--- config.mk ---
export PLATFORM = sky130hd
export DESIGN_NAME = swo_uart_rx
export DESIGN_NICKNAME = d
export VERILOG_FILES = /design/src/rtl/swo_uart_rx.sv
export SDC_FILE = /design/constraint.sdc
export NUM_CORES = 1
export LEC_CHECK = 0
export ABC_CLOCK_PERIOD_IN_PS = 2800
export CAP_MARGIN = 20
export CORE_UTILIZATION = 25
export CTS_BUF_LIST = sky130_fd_sc_hd__clkbuf_4 sky130_fd_sc_hd__clkbuf_8
export CTS_CLUSTER_DIAMETER = 100
export DETAILED_ROUTE_END_ITERATION = 6
export SLEW_MARGIN = 20
export SYNTH_ARGS = -nofsm -noshare
export SYNTH_HDL_FRONTEND = slang
export SYNTH_SLANG_ARGS = --single-unit
export TNS_END_PERCENT = 1
--- constraint.sdc ---
create_clock -name trace_clk -period 2.8 [get_ports trace_clk]
set_clock_uncertainty 0.05 [all_clocks]
set_input_delay 0.28 -clock trace_clk [delete_from_list [all_inputs] [get_ports trace_clk]]
set_output_delay 0.28 -clock trace_clk [all_outputs]
set_load 0.02 [all_outputs]
--- src/rtl/swo_uart_rx.sv ---
// ============================================================================
//  Module   : swo_uart_rx
//  Purpose  : SWO NRZ/UART receiver. Decodes 8N1 frames from the SWO pin and
//             presents bytes through a single-entry valid/ready holding
//             register, with sticky framing and overrun flags.
//  Option   : define SWO_GLITCH_FILTER_EN to add a 3-sample majority filter
//             on the synchronized line (+1 cycle latency).
//  Revision : 1.0 - initial release
// ============================================================================
`default_nettype none

module swo_uart_rx #(
    parameter int pDIV_WIDTH = 12
) (
    input  logic                  trace_clk,
    input  logic                  reset_n,
    input  logic                  I_swo,
    input  logic                  I_enable,
    input  logic [pDIV_WIDTH-1:0] I_baud_div,
    input  logic                  I_clear_errors,
    output logic [7:0]            O_data,
    output logic                  O_data_valid,
    input  logic                  I_data_ready,
    output logic                  O_framing_error,
    output logic                  O_overrun,
    output logic                  O_busy
);

    typedef enum logic [2:0] {
        S_IDLE      = 3'd0,
        S_START     = 3'd1,
        S_DATA      = 3'd2,
        S_STOP      = 3'd3,
        S_WAIT_IDLE = 3'd4
    } state_t;

    localparam logic [pDIV_WIDTH-1:0] c_MIN_DIV = pDIV_WIDTH'(3);

    state_t                  r_state;
    state_t                  w_state_nxt;
    logic                    r_sync1;
    logic                    r_sync2;
    logic                    r_swo_prev;
    logic                    w_swo_s;
    logic                    w_fall;
    logic [pDIV_WIDTH-1:0]   w_eff_div;
    logic [pDIV_WIDTH-1:0]   w_half_m1;
    logic [pDIV_WIDTH-1:0]   r_div;
    logic [pDIV_WIDTH-1:0]   w_div_nxt;
    logic [pDIV_WIDTH-1:0]   r_cnt;
    logic [pDIV_WIDTH-1:0]   w_cnt_nxt;
    logic                    w_cnt_zero;
    logic [7:0]              r_shift;
    logic [7:0]              w_shift_nxt;
    logic [2:0]              r_bitcnt;
    logic [2:0]              w_bitcnt_nxt;
    logic                    w_deliver;
    logic                    w_frame_err;
    logic [7:0]              r_data;
    logic                    r_valid;
    logic                    r_fe;
    logic                    r_ov;
    logic                    w_ov_set;

    // Two-flop synchronizer for the asynchronous SWO pin, idling high
    always_ff @(posedge trace_clk or negedge reset_n) begin
        if (!reset_n) begin
            r_sync1 <= 1'b1;
            r_sync2 <= 1'b1;
        end else begin
            r_sync1 <= I_swo;
            r_sync2 <= r_sync1;
        end
    end

`ifdef SWO_GLITCH_FILTER_EN
    logic r_hist1;
    logic r_hist2;

    // History of the two previous synchronized samples for the majority vote
    always_ff @(posedge trace_clk or negedge reset_n) begin
        if (!reset_n) begin
            r_hist1 <= 1'b1;
            r_hist2 <= 1'b1;
        end else begin
            r_hist1 <= r_sync2;
            r_hist2 <= r_hist1;
        end
    end

    assign w_swo_s = (r_sync2 & r_hist1) | (r_sync2 & r_hist2) | (r_hist1 & r_hist2);
`else
    assign w_swo_s = r_sync2;
`endif

    // Previous line level, used for 1->0 start-edge detection
    always_ff @(posedge trace_clk or negedge reset_n) begin
        if (!reset_n) begin
            r_swo_prev <= 1'b1;
        end else begin
            r_swo_prev <= w_swo_s;
        end
    end

    assign w_fall = r_swo_prev & ~w_swo_s;

    // Divisors below 3 leave no room for a mid-bit sample, so clamp to 3.
    // The counter holds "cycles left minus one", hence the reloads are
    // half-1 for the start bit and eff_div for each full bit period.
    // half-1 = ((eff_div+1)>>1) - 1 = (eff_div>>1) - (eff_div even ? 1 : 0).
    assign w_eff_div  = (I_baud_div < c_MIN_DIV) ? c_MIN_DIV : I_baud_div;
    assign w_half_m1  = (w_eff_div >> 1) - pDIV_WIDTH'(!w_eff_div[0]);
    assign w_cnt_zero = (r_cnt == '0);

    // FSM state and frame datapath registers
    always_ff @(posedge trace_clk or negedge reset_n) begin
        if (!reset_n) begin
            r_state  <= S_IDLE;
            r_div    <= '0;
            r_cnt    <= '0;
            r_shift  <= '0;
            r_bitcnt <= '0;
        end else begin
            r_state  <= w_state_nxt;
            r_div    <= w_div_nxt;
            r_cnt    <= w_cnt_nxt;
            r_shift  <= w_shift_nxt;
            r_bitcnt <= w_bitcnt_nxt;
        end
    end

    // Next-state and frame control; enable low overrides everything to IDLE
    always_comb begin
        w_state_nxt  = r_state;
        w_div_nxt    = r_div;
        w_cnt_nxt    = w_cnt_zero ? r_cnt : (r_cnt - pDIV_WIDTH'(1));
        w_shift_nxt  = r_shift;
        w_bitcnt_nxt = r_bitcnt;
        w_deliver    = 1'b0;
        w_frame_err  = 1'b0;
        case (r_state)
            S_IDLE: begin
                if (w_fall) begin
                    w_state_nxt = S_START;
                    w_cnt_nxt   = w_half_m1;
                    w_div_nxt   = w_eff_div;
                end
            end
            S_START: begin
                if (w_cnt_zero) begin
                    if (!w_swo_s) begin
                        w_state_nxt  = S_DATA;
                        w_cnt_nxt    = r_div;
                        w_bitcnt_nxt = 3'd0;
                    end else begin
                        w_state_nxt = S_IDLE;
                    end
                end
            end
            S_DATA: begin
                if (w_cnt_zero) begin
                    w_shift_nxt  = {w_swo_s, r_shift[7:1]};
                    w_cnt_nxt    = r_div;
                    w_bitcnt_nxt = r_bitcnt + 3'd1;
                    if (r_bitcnt == 3'd7) begin
                        w_state_nxt = S_STOP;
                    end
                end
            end
            S_STOP: begin
                if (w_cnt_zero) begin
                    if (w_swo_s) begin
                        w_deliver   = 1'b1;
                        w_state_nxt = S_IDLE;
                    end else begin
                        w_frame_err = 1'b1;
                        w_state_nxt = S_WAIT_IDLE;
                    end
                end
            end
            S_WAIT_IDLE: begin
                if (w_swo_s) begin
                    w_state_nxt = S_IDLE;
                end
            end
            default: begin
                w_state_nxt = S_IDLE;
            end
        endcase
        if (!I_enable) begin
            w_state_nxt = S_IDLE;
            w_deliver   = 1'b0;
            w_frame_err = 1'b0;
        end
    end

    assign w_ov_set = w_deliver & r_valid & ~I_data_ready;

    // Single-entry holding register with valid/ready handshake
    always_ff @(posedge trace_clk or negedge reset_n) begin
        if (!reset_n) begin
            r_data  <= '0;
            r_valid <= 1'b0;
        end else if (w_deliver && (!r_valid || I_data_ready)) begin
            r_data  <= w_shift_nxt;
            r_valid <= 1'b1;
        end else if (r_valid && I_data_ready) begin
            r_valid <= 1'b0;
        end
    end

    // Sticky error flags; a set in the same cycle as a clear wins
    always_ff @(posedge trace_clk or negedge reset_n) begin
        if (!reset_n) begin
            r_fe <= 1'b0;
            r_ov <= 1'b0;
        end else begin
            if (w_frame_err) begin
                r_fe <= 1'b1;
            end else if (I_clear_errors) begin
                r_fe <= 1'b0;
            end
            if (w_ov_set) begin
                r_ov <= 1'b1;
            end else if (I_clear_errors) begin
                r_ov <= 1'b0;
            end
        end
    end

    assign O_data          = r_data;
    assign O_data_valid    = r_valid;
    assign O_framing_error = r_fe;
    assign O_overrun       = r_ov;
    assign O_busy          = (r_state != S_IDLE);

endmodule

`default_nettype wire

==> results.md <==
* WP data required at around 3.0 ns
* Static leakage at about 0.0015 uW
* DIE AREA at approximately 12000 um2
* Nets at approximately 330
* Internal power contribution at roughly 1400 uW
* Final core utilization at 0.327
* Total power divided by cell area at about 610 nW/um2
* Wire length of the first global-routing pass at 10700 um
* Final Critical Period at 2.59 ns
* TritonCTS buffer count at 5
* Horizontal extent of the die at approximately 110 um
* Source-to-sink clock delay at the later pin of the worst-skew pair at approximately 0.31 ns
* Number of synthesized flops with an enable pin at 0
* WP data arrival at ~2.7 ns
* Count of final setup violators at 0
* RSZ-0062 raised after global routing: no
* Mean instance size in the synthesized netlist at 10.9 um2
* Top achievable clock speed at between 0.3 and 0.4 GHz
* Antenna viol nets, final at 0
* Routed via count divided by cell count at 4.81
* Clock root cell: clkbuf_8
* Number of instances in the synthesized netlist at around 260
* MaxCap Viol Count at 0
* Total global-route track usage at 0.116
* Largest net degree at the start of global routing at 30
* Type of the worst setup path: input port to flop
* Share of the clock period used by the worst path at 0.924
* Max_slew headroom at 0.592
* Starting DRC count in detailed routing at roughly 100
* Proportion of power drawn by the clock network at 0.198
* Number of rows created at floorplan at 38
* Worst voltage drop across the vdd grid at between 0.0002 and 0.00025 V
* Most used DFF post-synth: dfrtp_1
* Post-synthesis instance area at 2840 um2
* Outcome: complete, no violations
* TritonRoute pass-1 iters at 4
* I/O Pins at 30
* Global placer's final weighted congestion at a little under 0.8
* Part of the Yosys area used for sequential elements at 0.460
* Post-Syn Nets at 284
* IO buf count at 29
* Die Y-Extent at roughly 110 um
* Share of post-route cells with drive strength above 1 at 0.256
* Sw Pwr at between 700 and 800 uW
* Post-detail-place hpwl at about 4700 um
* Core region area at roughly 11000 um2
* Commonest non-fill, non-tap cell in the layout: dfrtp_1
* Cell types occupying the most area after synthesis: dfrtp_1 43%, mux2_4 8.5%, mux2_2 4.0%, xnor2_1 3.7%, dfstp_2 2.8%
* Depth of the CTS H-tree at 2
* Number of antenna diodes at 0
* DR WL/cell at around 14 um
* DRC violation count after routing at 0
* Commonest cells after routing, fill and taps aside: 49 x dfrtp_1, 24 x clkdlybuf4s50_1, 23 x buf_4, 20 x nand2_1, 17 x nor2_1
* Number of global-route vias before repair at 2194
* CP max FO at 2
* Most area-hungry cell type in the Yosys netlist: dfrtp_1
* CTS tree: yes
* Path category of the worst min-delay check: flop to flop
* Synth cell types at 56
* Share of power burned in combinational logic at 0.314
* Switching share of power at 0.352
* # placed instances at between 400 and 500
* Number of warnings printed during yosys synthesis at 0
* Number of synthesized register bits at 52
* Share of flip-flops with an asynchronous set or reset at 1.00
* Number of non-filler instances in the completed layout at approximately 450
* Worst Max-Slew Pin Slew at approximately 0.61 ns
* Starting density of the core at 0.260
* Number of vias after detailed routing at 2176
* Clock slew at reported path FFs at 0.09 ns
* Top-area cell type share of the netlist area at 0.432
* Final Slew Violations at 0
* Final Hold Viols at 0
* Count of clock tree sinks at 52
* Aggregate global routing overflow at 0
* Bufs on Longest Clock Path at 2
* Sort of element at the end of the critical path: flop
* Growth of design area from synthesis to finish at 25.9%
* Kind of launch point of the worst setup path: input port
* Final WL at approximately 6400 um
* Number of fillers in the final layout at between 1000 and 1500
* Number of antenna violations at the first check in global routing at 0
* Register share of total power at 0.489
## routing by layer
layer  routed length (um)  part of all wire  GRT usage  vias up
met2                 3090              0.48      0.191       32
met1                 2970              0.46      0.142     1083
met4                  154             0.024     0.0647        0
met3                  182             0.028     0.0211        8
li1                     -                 -          -     1053
met5                    0                 0          0        -
## Yosys cell counts (2+ instances only)
library cell,instances
dfrtp_1,49
nand2_1,21
nor2_1,19
mux2_4,16
xnor2_1,12
a21oi_1,10
inv_1,10
mux2_2,10
o21ai_0,9
nor3_1,8
clkbuf_1,7
nand2b_1,7
nand3_1,6
o221ai_1,6
ha_1,5
mux2i_1,4
nor4_1,4
o22ai_1,4
or3_1,4
dfstp_2,3
o21ai_1,3
or4_1,3
xor2_1,3
a211oi_1,2
a31oi_1,2
a32oi_1,2
buf_2,2
nand4_1,2
## kinds of logic (layout without fill, tap and decap cells)
family | Yosys count | count (layout) | share of synthesized area
compound gates | 53 | 53 | 0.128
xor+xnor | 15 | 15 | 0.0463
fa+ha+maj | 5 | 5 | 0.0220
buf+inv | 20 | 71 | 0.0300
flops | 52 | 52 | 0.460
mux | 30 | 30 | 0.138
simple gates | 86 | 86 | 0.175
## stage by stage
| stage | power, uW | setup TNS, ns | cell area (um2) | hold slack, ns | worst slack, ns |
|---|---|---|---|---|---|
| floorplan | 1540 | 0 | 2840 | -0.0656 | 0.0584 |
| global placement | 1740 | -2.89 | 3410 | 0.283 | -0.396 |
| detailed placement | 1760 | -3.54 | 3410 | 0.271 | -0.461 |
| CTS | 2210 | -0.0397 | 3570 | 0.311 | -0.0397 |
| global route | 2340 | 0 | 3570 | 0.314 | 0.0574 |
| finish | 2200 | 0 | 3570 | 0.310 | 0.212 |
## worst paths after layout
check,from,to,slack [ns],cells after the start
min reg2reg,r_sync1,r_sync2,0.31,0
min in group asynchronous,reset_n,r_div[4],0.46,2
min,r_sync1,r_sync2,0.31,0
max reg2reg,r_cnt[0],r_cnt[9],0.29,9
max in group asynchronous,reset_n,r_sync2,1.41,3
max,I_baud_div[5],r_cnt[8],0.21,12
## critical path, cell delays in order
cell and delay [ns]:
dlygate4sd2_1 0.24, or4_4 0.53, or4_4 0.46, nor4_4 0.21, nor2_2 0.09, ha_2 0.21
ha_4 0.17, nand2b_4 0.07, nor3_2 0.04, xnor2_1 0.14, nand2b_1 0.07, a31o_2 0.22
## sequential cells by signal, summed over array words and instances, names as in the netlist, 3 cells and up
register / count
r_shift: 8
r_div: 12
r_state: 3
r_bitcnt: 3
O_data: 8
r_cnt: 12
## final cells by class
type | count | area, um2 | area share
Inverter | 10 | 37.5 | 0.0105
Timing Repair Buffer | 53 | 463 | 0.130
Clock inverter | 2 | 16.3 | 0.00455
Multi-Input combinational cell | 189 | 1500 | 0.420
Sequential cell | 52 | 1310 | 0.365
Tap cell | 140 | 175 | 0.0490
Clock buffer | 6 | 76.3 | 0.0214
## power groups by stage
stage | sequential (uW) | clock [uW] | combinational, uW
floorplan | 1020 | 0 | 513
global placement | 1070 | 0 | 667
detailed placement | 1080 | 0 | 676
CTS | 1070 | 452 | 687
global route | 1100 | 478 | 766
finish | 1070 | 434 | 689
## repair_timing
action                                 CTS  global route
pin swaps                                7             2
setup endpoints to repair                6            10
hold buffers                             1             0
gates resized for setup                 14             1
buffers inserted                         2             0
endpoints found under the hold margin   23             0
Note: power is estimated with default switching activity, not from simulation.
==> RTL change 1 (same flow settings) <==
The option `SWO_GLITCH_FILTER_EN` is turned on by a define.
--- a/src/rtl/swo_uart_rx.sv
+++ b/src/rtl/swo_uart_rx.sv
@@ -10,2 +10,4 @@
 `default_nettype none
+
+`define SWO_GLITCH_FILTER_EN
 
Function: changed (a bounded check fails within 4 cycles, from zero or initial values and one cycle with reset_n low).
==> RTL change 1 against the unedited design <==
- sequential cell count up 2
- critical path type unchanged
- non-clock buffer count up 5
- design area up 1.4%
- worst setup slack worse by 0.091 ns
- routed wire length up 6.7%
- sequential power down 4%
- power down 2.6%
- critical endpoint is now r_cnt[6]$_DFF_PN0_
- synthesized area up 0.97%
==> RTL change 1: results (changes against the unedited design) <==
[cells_and_area]
final_core_util_pct=33.0  ; +0.31 points
seq_cell_count=54  ; +3.8%
clk_share_pct=3.18  ; +0.59 points
multi_input_gates=222  ; +17%
multi_input_area_um2=1450  ; -3.5%
fillers=1132  ; +1.3%
n_all_buffers=58  ; +9.4%
finish.net_count=370  ; +11%
inverters_excl_clock=6  ; -4
drive_gt1_share_pct=21.0  ; -4.7 points
seq-cell-share_pct=37.5  ; +0.95 points

[place]
place_ws_ns=-0.266  ; +0.195 ns
place_hpwl_mm=5.12  ; +8.9%
placed_cells=479  ; +8.6%
placed_cell_area_um2=3480  ; +2.0%

[critical_path]
crit_path_max_fanout=5  ; +3
arrival_ns=2.81  ; +0.07 ns
r2r_cells=6  ; -3
r2r-end=O_data[2]$_DFFE_PN0P_
slowest_delay_ns=0.58  ; +0.05 ns
crit_end=r_cnt[6]$_DFF_PN0_

[drt]
vias_per_cell=4.92  ; +2.2%
drt-wirelength-per-cell_um=14.0  ; -1.2%
drt-total-wl_mm=6.81  ; +6.7%
drt_iter0_markers=124  ; +19%

[grt]
grt_pass1_wl_mm=11.3  ; +5.7%
grt_use_total_pct=12.1  ; +0.49 points
grt_pass1_vias=2382  ; +8.6%
grt_max_degree=32  ; +6.7%

[outcome]
status=completed

[power]
power.internal_mw=1.44  ; +1.2%
power.leakage_nw=1.61  ; +8.7%
ir_drop_v=0.000264  ; +31%

[sta]
worstMarginPinSlew_ns=0.705  ; +0.0973 ns
whs_ns=0.315  ; +0.00543 ns

[yosys]
ys_seq_area_share_pct=47.4  ; +1.4 points
synth_xor_area_share_pct=3.97  ; -0.66 points
synth-compound-area-share_pct=12.8  ; about the same
ys_top_cells_by_area=dfrtp_1 43%, nand2_1 6.5%, mux2_2 6.3%, dfstp_2 4.6%, o21ai_0 3.0%
synthAdderAreaFrac_pct=2.53  ; +0.33 points
synthDistinctLibCells=49  ; -13%
synth_mux_area_share_pct=6.98  ; -6.9 points
synth.net_count=315  ; +11%
syn_avg_cell_area_um2=9.82  ; -9.7%
yosysTopAreaCellShare_pct=42.8  ; -0.41 points

[floorplanning]
core-area_um2=11000  ; +0.43%

-- RTL change 1: power by group through the flow --
stage,registers (mW),clock network (mW),logic (mW)
3_3_place_gp,1.04,0,0.562
4_1_cts,1.03,0.563,0.565
2_1_floorplan,1.00,0,0.406
5_1_grt,1.05,0.585,0.640
3_5_place_dp,1.04,0,0.560
6_report,1.03,0.540,0.568
-- RTL change 1: cell families after synthesis --
logic type,after synthesis
and+or+nand+nor,126
AOI/OAI and AO/OA,59
DFF,54
muxes,18
buffers and inverters,16
xor gates and xnor gates,13
adders and majority gates,6
-- RTL change 1: repair_timing --
action	CTS	global route
setup endpoints to repair	0	4
hold endpoints to repair	28	0
buffers inserted	0	0
resized for setup	0	5
hold buffers	1	0
-- RTL change 1: per-layer routing --
layer	track usage, %	share of wire, %	up-vias
met1	15.8	48	1171
met4	5.89	1.7	0
met5	0	0	-
met3	1.14	3.0	6
li1	-	-	1165
met2	19.9	48	59
==> RTL change 2 (config.mk and constraints unchanged) <==
Without the edit above. The 5 states of `state_t` get a Gray code encoding in 3 bits.
--- a/src/rtl/swo_uart_rx.sv
+++ b/src/rtl/swo_uart_rx.sv
@@ -29,7 +29,7 @@
     typedef enum logic [2:0] {
-        S_IDLE      = 3'd0,
-        S_START     = 3'd1,
-        S_DATA      = 3'd2,
-        S_STOP      = 3'd3,
-        S_WAIT_IDLE = 3'd4
+        S_IDLE      = 3'b000,
+        S_START     = 3'b001,
+        S_DATA      = 3'b011,
+        S_STOP      = 3'b010,
+        S_WAIT_IDLE = 3'b110
     } state_t;
Behaviour: no difference found for any inputs over 10 cycles, from zero or initial values and one cycle with reset_n low; not proved beyond that.
==> RTL change 2 against the unedited design <==
- core utilization is 0.34 points higher
- synthesized area shrank 2.9%
- combinational power fell by 12%
- design area is 2.9% lower
- critical endpoint is now r_cnt[6]$_DFF_PN0_
- register-to-register slack improved by 0.09 ns
- final cell count rose by 9.5%
- sequential cell count did not move
- global-route usage is 0.42 points higher
- highest routed layer unchanged
- sequential share of layout area grew 1.1 points
- routed wire length rose by 1.4%
- fmax down 3.2%
- synthesized cell count rose by 21%
- worst setup slack worse by 0.086 ns
- power is 1.5% lower
==> RTL change 2: results (changes against the unedited design) <==
[outcome]
status=completed

[hold_path]
hold_path_class=flop to flop

[floorplanning]
core-area_um2=10500  ; -3.9%

[place]
place_hpwl_mm=4.76  ; +1.3%
place.gp.congestion=0.800  ; +1.1%
place_ws_ns=-0.352  ; +0.109 ns
portBuffers=29  ; unchanged

[grt]
antenna_found_initial=0  ; unchanged
grt_pass1_vias=2338  ; +6.6%
grt_use_total_pct=12.0  ; +0.42 points
grt_max_degree=30  ; unchanged
grt_pass1_wl_mm=11.1  ; +3.6%

[drt]
drt-total-wl_mm=6.48  ; +1.4%
drt_iter0_markers=102  ; -1.9%
via_count=2377  ; +9.2%
drt-pass1-iter-count=4  ; unchanged

[cells_and_area]
fillers=1092  ; -2.2%
diodes=0  ; unchanged
finish.net_count=381  ; +14%
drive_gt1_share_pct=13.4  ; -12 points
largestRegisters=r_cnt: 12 flops, r_div: 12 flops

[yosys]
synth.net_count=339  ; +19%
ys_async_sr_fraction_pct=100  ; unchanged
synthDistinctLibCells=48  ; -14%
ys_warn_count=0  ; unchanged
ys_top_cells_by_area=dfrtp_1 44%, nand2_1 11%, o21ai_0 3.8%, nor2_1 3.1%, nand3_1 3.1%
ys_seq_area_share_pct=47.3  ; +1.4 points
ys.flop_type=dfrtp_1
netlist_top_cells_count=83 x nand2_1, 49 x dfrtp_1, 23 x nor2_1, 21 x o21ai_0, 17 x nand3_1

[clocking]
clockBufferDepth=2  ; unchanged
cts-htree-levels=2  ; unchanged
cts_setup_buffers=0  ; -2
numCtsBuffers=5  ; unchanged
cts_root_buf=clkbuf_8
insertion_delay_ns=0.30
clkSlewWorstSetupHoldPaths_ns=0.10

[power]
power.leakage_nw=1.55  ; +4.5%
ir_drop_v=0.000243  ; +20%

[critical_path]
slowest_delay_ns=0.41  ; -0.12 ns
crit_path_max_fanout=3  ; +1
cpMaxStageDelayCell=clkdlybuf4s50_1

[sta]
worstMarginPinSlew_ns=0.648  ; +0.0402 ns

RTL change 2: changes by cell type after synthesis, sizes merged, moves of 3 or more:
cell	unedited run	this run
xor2	3	7
nor2	20	23
o221ai	6	0
mux2	26	2
or4	3	0
xnor2	12	4
nand2	22	83
o21ai	12	21
a22oi	1	8
nand3	6	17
RTL change 2: path summary, 6_finish.rpt:
check,from,end,slack (ns),depth (start not counted)
setup / recovery,I_baud_div[9],r_cnt[6]$_DFF_PN0_,0.13,12
hold reg to reg,r_sync1$_DFF_PN1_,r_sync2$_DFF_PN1_,0.33,0
max in group asynchronous,reset_n,r_sync2$_DFF_PN1_,1.51,3
hold / removal,r_sync1$_DFF_PN1_,r_sync2$_DFF_PN1_,0.33,0
min in group asynchronous,reset_n,O_data[0]$_DFFE_PN0P_,0.48,2
setup reg to reg,r_cnt[0]$_DFF_PN0_,r_state[0]$_DFFE_PN0P_,0.38,7
RTL change 2: cells by family (layout without fill, tap and decap cells):
logic type	Yosys count	in the layout	share of synthesized area [%]
adders and majority gates	5	5	2.27
AOI/OAI and AO/OA	58	58	13.7
buffers and inverters	23	66	3.31
xor gates and xnor gates	11	11	3.49
and+or+nand+nor	161	161	27.7
DFF	52	52	47.3
muxes	6	6	2.27
RTL change 2: cell type report:
class                   count  area [um2]  area share, %
well taps                 136         170           4.90
repair buffers             48         430           12.4
multi-input cells         241        1420           40.8
inverters                  10        37.5           1.08
clock inverters             3        42.5           1.23
flip-flops and latches     52        1310           37.6
clock buffers               5        68.8           1.98
RTL change 2: power breakdown:
group	internal [mW]	switching, mW
registers	0.880	0.163
logic	0.274	0.329
clock network	0.265	0.250
total	1.42	0.743
RTL change 2: stage by stage:
stage / power, mW / util (%) / hold WS [ns] / area, um2 / cells
after global placement: 1.63 / 31.3 / 0.299 / 3290 / 486
final: 2.16 / 33.0 / 0.325 / 3470 / 495
after detailed placement: 1.65 / 31.3 / 0.300 / 3290 / 486
after CTS: 2.16 / 32.6 / 0.323 / 3420 / 495
after global routing: 2.32 / 33.0 / 0.317 / 3470 / 495
after floorplan: 1.45 / - / -0.0656 / 2760 / 316
RTL change 2: critical path, delay by kind of cell:
kind            cells  cell delay [ns]
fa+ha+maj           2             0.40
compound gates      2             0.25
xor+xnor            1             0.06
simple gates        6             1.38
buf+inv             1             0.41
RTL change 2: repair_timing:
item / in CTS / in global routing
resized for setup: 1 / 11
pin swaps: 0 / 5
setup endpoints to repair: 4 / 7
hold endpoints to repair: 26 / 0
hold buffers: 1 / 0
RTL change 2: routing by layer:
layer / GRT usage [%] / part of all wire, %
met5: 0 / 0
met4: 4.01 / 1.4
met3: 2.07 / 3.4
met2: 18.3 / 45
met1: 17.2 / 51
